`config.mk`:
```
export PLATFORM = sky130hd
export DESIGN_NAME = regalu_pipe
export DESIGN_NICKNAME = d
export VERILOG_FILES = /design/src/rtl/regalu_pipe.sv
export SDC_FILE = /design/constraint.sdc
export NUM_CORES = 1
export LEC_CHECK = 0
export BUFFER_PORTS_ARGS = -buffer_cell sky130_fd_sc_hd__buf_2
export CAP_MARGIN = 5
export CORE_UTILIZATION = 45
export DETAILED_ROUTE_END_ITERATION = 8
export GPL_TIMING_DRIVEN = 0
export HOLD_SLACK_MARGIN = 0.02
export PLACE_DENSITY_LB_ADDON = 0.15
export SYNTH_ARGS = -nofsm -noshare
export SYNTH_HDL_FRONTEND = slang
export SYNTH_SLANG_ARGS = --single-unit
```
`constraint.sdc`:
```
create_clock -name clk -period 4.1 [get_ports clk]
set_input_delay 0.205 -clock clk [delete_from_list [all_inputs] [get_ports clk]]
set_output_delay 0.205 -clock clk [all_outputs]
set_load 0.03 [all_outputs]
```
`src/rtl/regalu_pipe.sv`:
```
// Register-file ALU with a two-stage ISSUE/EX pipeline, EX-to-ISSUE result
// forwarding, an external load port that shares the regfile write port, and a debug read port.
module regalu_pipe #(
  parameter  int WIDTH = 8,
  parameter  int DEPTH = 8,
  localparam int AW    = $clog2(DEPTH)
) (
  input  logic             clk,
  input  logic             rst_n,
  input  logic             ld_en,
  input  logic [AW-1:0]    ld_addr,
  input  logic [WIDTH-1:0] ld_data,
  output logic             ld_ready,
  input  logic             in_valid,
  output logic             in_ready,
  input  logic [2:0]       alu_op,
  input  logic [AW-1:0]    src1,
  input  logic [AW-1:0]    src2,
  input  logic [AW-1:0]    dst,
  output logic             out_valid,
  output logic [WIDTH-1:0] out_data,
  output logic [AW-1:0]    out_dst,
  output logic             out_zero,
  output logic             out_carry,
  input  logic [AW-1:0]    dbg_addr,
  output logic [WIDTH-1:0] dbg_data
);

  // Returns {carry, result}. The carry is the ADD carry-out, the SUB borrow,
  // or the bit shifted out by SHL/SHR.
  function automatic logic [WIDTH:0] alu_calc(input logic [2:0] op,
                                              input logic [WIDTH-1:0] a,
                                              input logic [WIDTH-1:0] b);
    logic [WIDTH:0] r;
    r = {(WIDTH+1){1'b0}};
    case (op)
      3'd0:    r = {1'b0, a} + {1'b0, b};
      3'd1:    r = {(a < b), a - b};
      3'd2:    r = {1'b0, a & b};
      3'd3:    r = {1'b0, a | b};
      3'd4:    r = {1'b0, a ^ b};
      3'd5:    r = {a[WIDTH-1], a[WIDTH-2:0], 1'b0};
      3'd6:    r = {a[0], 1'b0, a[WIDTH-1:1]};
      3'd7:    r = {1'b0, a};
      default: r = {1'b0, a};
    endcase
    return r;
  endfunction

  logic [WIDTH-1:0] regs_r [DEPTH];
  logic             ex_valid_r;
  logic [2:0]       ex_op_r;
  logic [WIDTH-1:0] ex_a_r;
  logic [WIDTH-1:0] ex_b_r;
  logic [AW-1:0]    ex_dst_r;

  logic [WIDTH:0]   ex_res_s;
  logic [WIDTH-1:0] op_a_s;
  logic [WIDTH-1:0] op_b_s;
  logic             ld_fire_s;
  logic             issue_s;

  // The EX writeback owns the write port, so a load can only land in an idle EX cycle.
  assign ld_ready  = !ex_valid_r;
  assign in_ready  = !(ld_en && ld_ready);
  assign ld_fire_s = ld_en && ld_ready;
  assign issue_s   = in_valid && in_ready;
  assign ex_res_s  = alu_calc(ex_op_r, ex_a_r, ex_b_r);
  assign dbg_data  = regs_r[dbg_addr];

  // Operand select: the result being written at this edge bypasses the array.
  always_comb begin
    op_a_s = regs_r[src1];
    op_b_s = regs_r[src2];
    if (ex_valid_r && (ex_dst_r == src1)) begin
      op_a_s = ex_res_s[WIDTH-1:0];
    end else begin
      op_a_s = regs_r[src1];
    end
    if (ex_valid_r && (ex_dst_r == src2)) begin
      op_b_s = ex_res_s[WIDTH-1:0];
    end else begin
      op_b_s = regs_r[src2];
    end
  end

  // Register file: EX writeback, or an accepted load when EX is idle.
  always_ff @(posedge clk or negedge rst_n) begin
    if (!rst_n) begin
      for (int i = 0; i < DEPTH; i++) begin
        regs_r[i] <= {WIDTH{1'b0}};
      end
    end else if (ex_valid_r) begin
      regs_r[ex_dst_r] <= ex_res_s[WIDTH-1:0];
    end else if (ld_fire_s) begin
      regs_r[ld_addr] <= ld_data;
    end
  end

  // ISSUE -> EX pipeline register.
  always_ff @(posedge clk or negedge rst_n) begin
    if (!rst_n) begin
      ex_valid_r <= 1'b0;
      ex_op_r    <= 3'd0;
      ex_a_r     <= {WIDTH{1'b0}};
      ex_b_r     <= {WIDTH{1'b0}};
      ex_dst_r   <= {AW{1'b0}};
    end else begin
      ex_valid_r <= issue_s;
      if (issue_s) begin
        ex_op_r  <= alu_op;
        ex_a_r   <= op_a_s;
        ex_b_r   <= op_b_s;
        ex_dst_r <= dst;
      end
    end
  end

  // Result outputs: one-cycle strobe, data and flags hold between results.
  always_ff @(posedge clk or negedge rst_n) begin
    if (!rst_n) begin
      out_valid <= 1'b0;
      out_data  <= {WIDTH{1'b0}};
      out_dst   <= {AW{1'b0}};
      out_zero  <= 1'b0;
      out_carry <= 1'b0;
    end else begin
      out_valid <= ex_valid_r;
      if (ex_valid_r) begin
        out_data  <= ex_res_s[WIDTH-1:0];
        out_dst   <= ex_dst_r;
        out_zero  <= (ex_res_s[WIDTH-1:0] == {WIDTH{1'b0}});
        out_carry <= ex_res_s[WIDTH];
      end
    end
  end

endmodule

```
Word-level counts from Yosys, hierarchy flattened

Index checks and enable logic that the tools add are counted.
W data, S select, Z words.

Input bits: 30
Bits in writable memories: 0
Memories: 0
Output and inout port bits: 24
Bits in registers: 101
Latch bits: 0
ROM bits: 0

$lt $le $gt $ge: 8
Bitwise gates (word level): 8
Equality and inequality tests: 9
Divide/modulo/power cells: 0
Reductions and logical operators: 11
Add/subtract/negate cells: 2
Multiply operators: 0
Mux-type cells: 20
Shift-type cells: 0

Operators by type and width:

| cell                 | number |
|---|---|
| $bwmux W64           | 2 |
| $mux W64             | 2 |
| $mux W8              | 10 |
| $bmux W8 S3          | 3 |
| $pmux W9 S8          | 1 |
| $demux W8 S3         | 2 |
| $ge A4 B4 Y1 const B | 5 |
| $not A3 Y4           | 5 |
| $eq A3 B3 Y1 const B | 4 |
| $add A8 B8 Y9        | 1 |
| $and A8 B8 Y8        | 1 |
| $logic_not A8 Y1     | 1 |
| $lt A4 B1 Y1 const B | 2 |
| $lt A8 B8 Y1         | 1 |
| $or A8 B8 Y8         | 1 |
| $sub A8 B8 Y8        | 1 |
| $xor A8 B8 Y8        | 1 |
| $eq A3 B2 Y1 const B | 2 |
| $eq A3 B3 Y1         | 2 |
| $logic_and A1 B1 Y1  | 6 |
| $eq A3 B1 Y1 const B | 1 |
| $logic_not A3 Y1     | 1 |
| $logic_not A1 Y1     | 2 |
| $reduce_bool A2 Y1   | 1 |

Depth between registers and ports, before layout

Word-level depth: 8
Depth in mapped cells: 11

Worst setup path after synthesis

OpenSTA, ideal clock, no wires.

Path kind: register -> register
Start point: register ex_a_r[0]
End point: register ex_b_r[4]
Required time: 3.970 ns
Cell stages (with the launch flop): 12
Slack: 1.767 ns
Period minus slack after synthesis: 2.333 ns
Library setup time: 0.130 ns
Data arrival time: 2.204 ns
Cell sequence: dfrtp_1 inv_1 ha_1 fa_1 o21bai_1 a21oi_1 xnor2_1 a221oi_1 a21o_1 buf_2 mux2_2 o21ai_1

Longest elaborated chain between the ends: 3

RTL lines:

| element                                               | line   | source |
|---|---|---|
| from (decl)                                           | 53     | `logic [WIDTH-1:0] ex_a_r;` |
| from (signal assigned)                                | 105    | `ex_a_r <= {WIDTH{1'b0}};` |
| from (signal assigned)                                | 112    | `ex_a_r <= op_a_s;` |
| $sub A8 B8 Y8 / $add A8 B8 Y9 (equally long branches) | 38, 37 |  |
| $pmux W9 S8 *                                         | 36     | `case (op)` |
| $mux W8 *                                             | 80     | `if (ex_valid_r && (ex_dst_r == src2)) begin` |
| to (signal assigned)                                  | 106    | `ex_b_r <= {WIDTH{1'b0}};` |
| to (signal assigned)                                  | 113    | `ex_b_r <= op_b_s;` |
| to (decl)                                             | 54     | `logic [WIDTH-1:0] ex_b_r;` |

Every way passes the cells marked *; elsewhere a longest branch is shown, timed or not.
A chain may end at the register's enable or synchronous reset.

Final worst setup path

Start point: register ex_a_r[0]
End point: register ex_b_r[6]

The elaborated chain is that of the path after synthesis.

==> metrics.cfg <==
[sta]
setup_ws_ns=1.198
maxSlewViolCount=0
period_needed_ns=2.902
timing.fmax_ghz=0.3446
finalSetupViolCount=0
period_share=0.7079
whs_ns=0.07485
grt_setup_unrepaired=false
report.final.hold_viol_count=0
finClkSkew_ns=0.005641
finalSetupTns_ns=0
slew_headroom=0.3770
tightest_slew_ns=0.9301

[critical_path]
criticalPathCategory=reg2reg
reg2reg_to=ex_b_r[6]
r2r_slack_ns=1.20
end_kind=flip-flop
rr_startpoint=ex_a_r[0]
startpoint_type=flip-flop
cp_max_fo=10
crit_end=ex_b_r[6]
crit_start=ex_a_r[0]
rr_worst_depth=11
worstPathRequired_ns=4.31
crit_arrival_ns=3.11

[logic_synthesis]
ys_warn_count=0
yosys.area_share.simple=0.1199
synthArstFlopShare=1.000
synth_fa_ha_area_frac=0.04766
synthCells=688
synth_top_area_frac=0.3540
synth_compound_area_frac=0.1861
ys_seq_elements=101
synth_mux_area_frac=0.2271
avgSynthCellArea_sq_um=10.38
ys.flop_type=dfrtp_1
synthesis.area_sq_mm=0.007141
yosysTopAreaCell=dfrtp_1
synth.distinct_cells=66
ys_seq_area_frac=0.3540
synth_xor_area_frac=0.01349
synth-edff-count=0
synth_top_family_by_area=multiplexers
synth_fp_nets=744
yosys-top-cells-area=dfrtp_1 35%, mux4_2 16%, o221ai_1 8.2%

[clock_network]
postCtsSetupBuffers=0
cts_resized=0
cts.sinks=101
cts_max_level=3
clockBufferDepth=2
clock_latency_ns=0.34
postCtsHoldBufs=1
cts_buffers=9
clk_pin_slew_ns=0.07
root_buffer=clkbuf_16
cts_tree=done

[power_and_ir_drop]
swShare=0.4418
intPower_mw=3.274
p_comb_frac=0.538
seq_power_share=0.322
netSwitchingPower_mw=2.591
max-vdd-ir-drop_mv=0.3174
power.leakage_nw=3.372
clkPwrFrac=0.140
powerDensity_mw_per_mm2=738.1

[finish]
seq_area_sq_mm=0.002527
fin_area_sq_mm=0.007945
multi_input_comb_area_sq_mm=0.004243
drive_gt1_frac=0.2323
antenna_cells=0
fillers=1430
syn_to_final_growth_pct=11.27
final_nets=800

[route]
routed_via_density=6.418
dr.pass1.iters=5
first_iter_violations=610
wl_per_cell_um=22.35
routed_wl_um=21450
remaining_drc_errors=0
vias=6161
antenna_left=0

[floorplanning]
ios=54
die_y_um=128.0
die_w_um=128.0
rows=45
start_util=0.4646
design.core.area_sq_mm=0.01537
dieArea_sq_mm=0.01638

[global_routing]
overflow=0
grt_max_degree=55
grt_pass1_vias=6168
track_usage=0.2762
antenna_found_initial=1
grt_pass1_wl_um=34300

[status]
status=finished, final reports clean

[place]
portBuffers=43
placed_area_sq_mm=0.007650
dp_hpwl_um=16380
preCtsSetupSlack_ns=1.226
place.gp.congestion=0.9492

[min_path]
hold_class=in2reg

[flow_run]
cap_viol_max_count=0

[metrics by stage]
stage | instances | util | total power, mW
3_3_place_gp | 942 | 0.4957 | 4.883
3_5_place_dp | 943 | 0.4977 | 5.008
5_1_grt | 960 | 0.5169 | 6.289
2_1_floorplan | 688 | - | 4.119
4_1_cts | 960 | 0.5169 | 5.845
6_report | 960 | 0.5169 | 5.864
[critical path, stage by stage (launching register included)]
cell	delay [ns]
dfrtp_1	0.42
ha_1	0.24
inv_1	0.07
fa_1	0.41
nand2b_1	0.16
a21oi_1	0.30
a31oi_1	0.21
xnor2_1	0.17
o22ai_1	0.25
buf_2	0.29
mux2_2	0.19
o21ai_1	0.05
[registers in the layout, indices dropped and copies added, names as in the netlist]
name	count
out_dst	3
regs_r	64
ex_valid_r	1
out_valid	1
ex_op_r	3
out_zero	1
ex_dst_r	3
out_data	8
ex_b_r	8
ex_a_r	8
out_carry	1
[cells in the mapped netlist (all sizes together), types with 3 or more instances]
library cell	number
a31oi	6
o221ai	67
o21ai	42
clkbuf	27
dfrtp	101
mux2	30
nand2	125
nand3	14
a211o	4
nor2b	12
nand2b	3
o211ai	4
o31ai	5
o31a	3
mux4	50
xnor2	4
a21boi	3
and2	4
mux2i	15
ha	24
nor3	5
a211oi	4
xor2	7
inv	29
a21oi	18
o22ai	3
buf	25
nor2	19
[kinds of logic after synthesis]
family	count (synthesis)
simple gates	194
compound gates	180
flops	101
mux	95
buf+inv	81
fa+ha+maj	26
xor+xnor	11
[power by group through the flow]
stage / Clock, mW / Combinational [mW] / Sequential (mW)
6_report: 0.824 / 3.15 / 1.89
5_1_grt: 0.871 / 3.46 / 1.95
4_1_cts: 0.838 / 3.13 / 1.87
3_5_place_dp: 0 / 3.11 / 1.89
3_3_place_gp: 0 / 3.03 / 1.85
2_1_floorplan: 0 / 2.28 / 1.84
[final cells by class]
class | instances | share of cell area
inverters | 29 | 0.01370
plain buffers | 52 | 0.03291
well taps | 211 | 0.03323
multi-input cells | 506 | 0.5340
clock inverters | 5 | 0.004094
flip-flops and latches | 101 | 0.3181
clock buffers | 11 | 0.03181
repair buffers | 45 | 0.03213
[metal layers]
| layer | part of all wire | vias to the layer above | track usage | routed length (um) |
|---|---|---|---|---|
| li1 | - | 2733 | - | - |
| met1 | 0.41 | 3123 | 0.3566 | 8882 |
| met2 | 0.50 | 253 | 0.4738 | 10770 |
| met3 | 0.056 | 50 | 0.04257 | 1199 |
| met4 | 0.027 | 2 | 0.09550 | 582 |
| met5 | 0.00061 | - | 0 | 13 |
[placed cells by master (no fill, tap or decap), types with 9 or more instances in the layout]
cell type / Yosys / layout
nor2b_1: 12 / 12
mux4_2: 50 / 50
nand3_1: 14 / 14
mux2_2: 28 / 28
o21ai_0: 38 / 38
nor2_1: 19 / 19
o221ai_1: 67 / 67
a21oi_1: 18 / 18
mux2i_1: 15 / 15
buf_2: 14 / 56
dfrtp_1: 101 / 101
clkbuf_1: 27 / 27
clkbuf_16: 0 / 9
inv_1: 28 / 28
ha_1: 24 / 24
nand2_1: 125 / 125
[worst min path at each step]
stage / slack, ns / end / from / cells after the start
2_1_floorplan: -0.09 / ex_a_r[0] / rst_n / 0
3_3_place_gp: 0.42 / ex_op_r[2] / alu_op[2] / 3
3_5_place_dp: 0.31 / out_valid / rst_n / 1
4_1_cts: 0.07 / ex_op_r[2] / alu_op[2] / 3
5_1_grt: 0.09 / ex_dst_r[1] / dst[1] / 2
6_report: 0.07 / ex_op_r[2] / alu_op[2] / 3
Note: power is estimated with default switching activity, not from simulation.
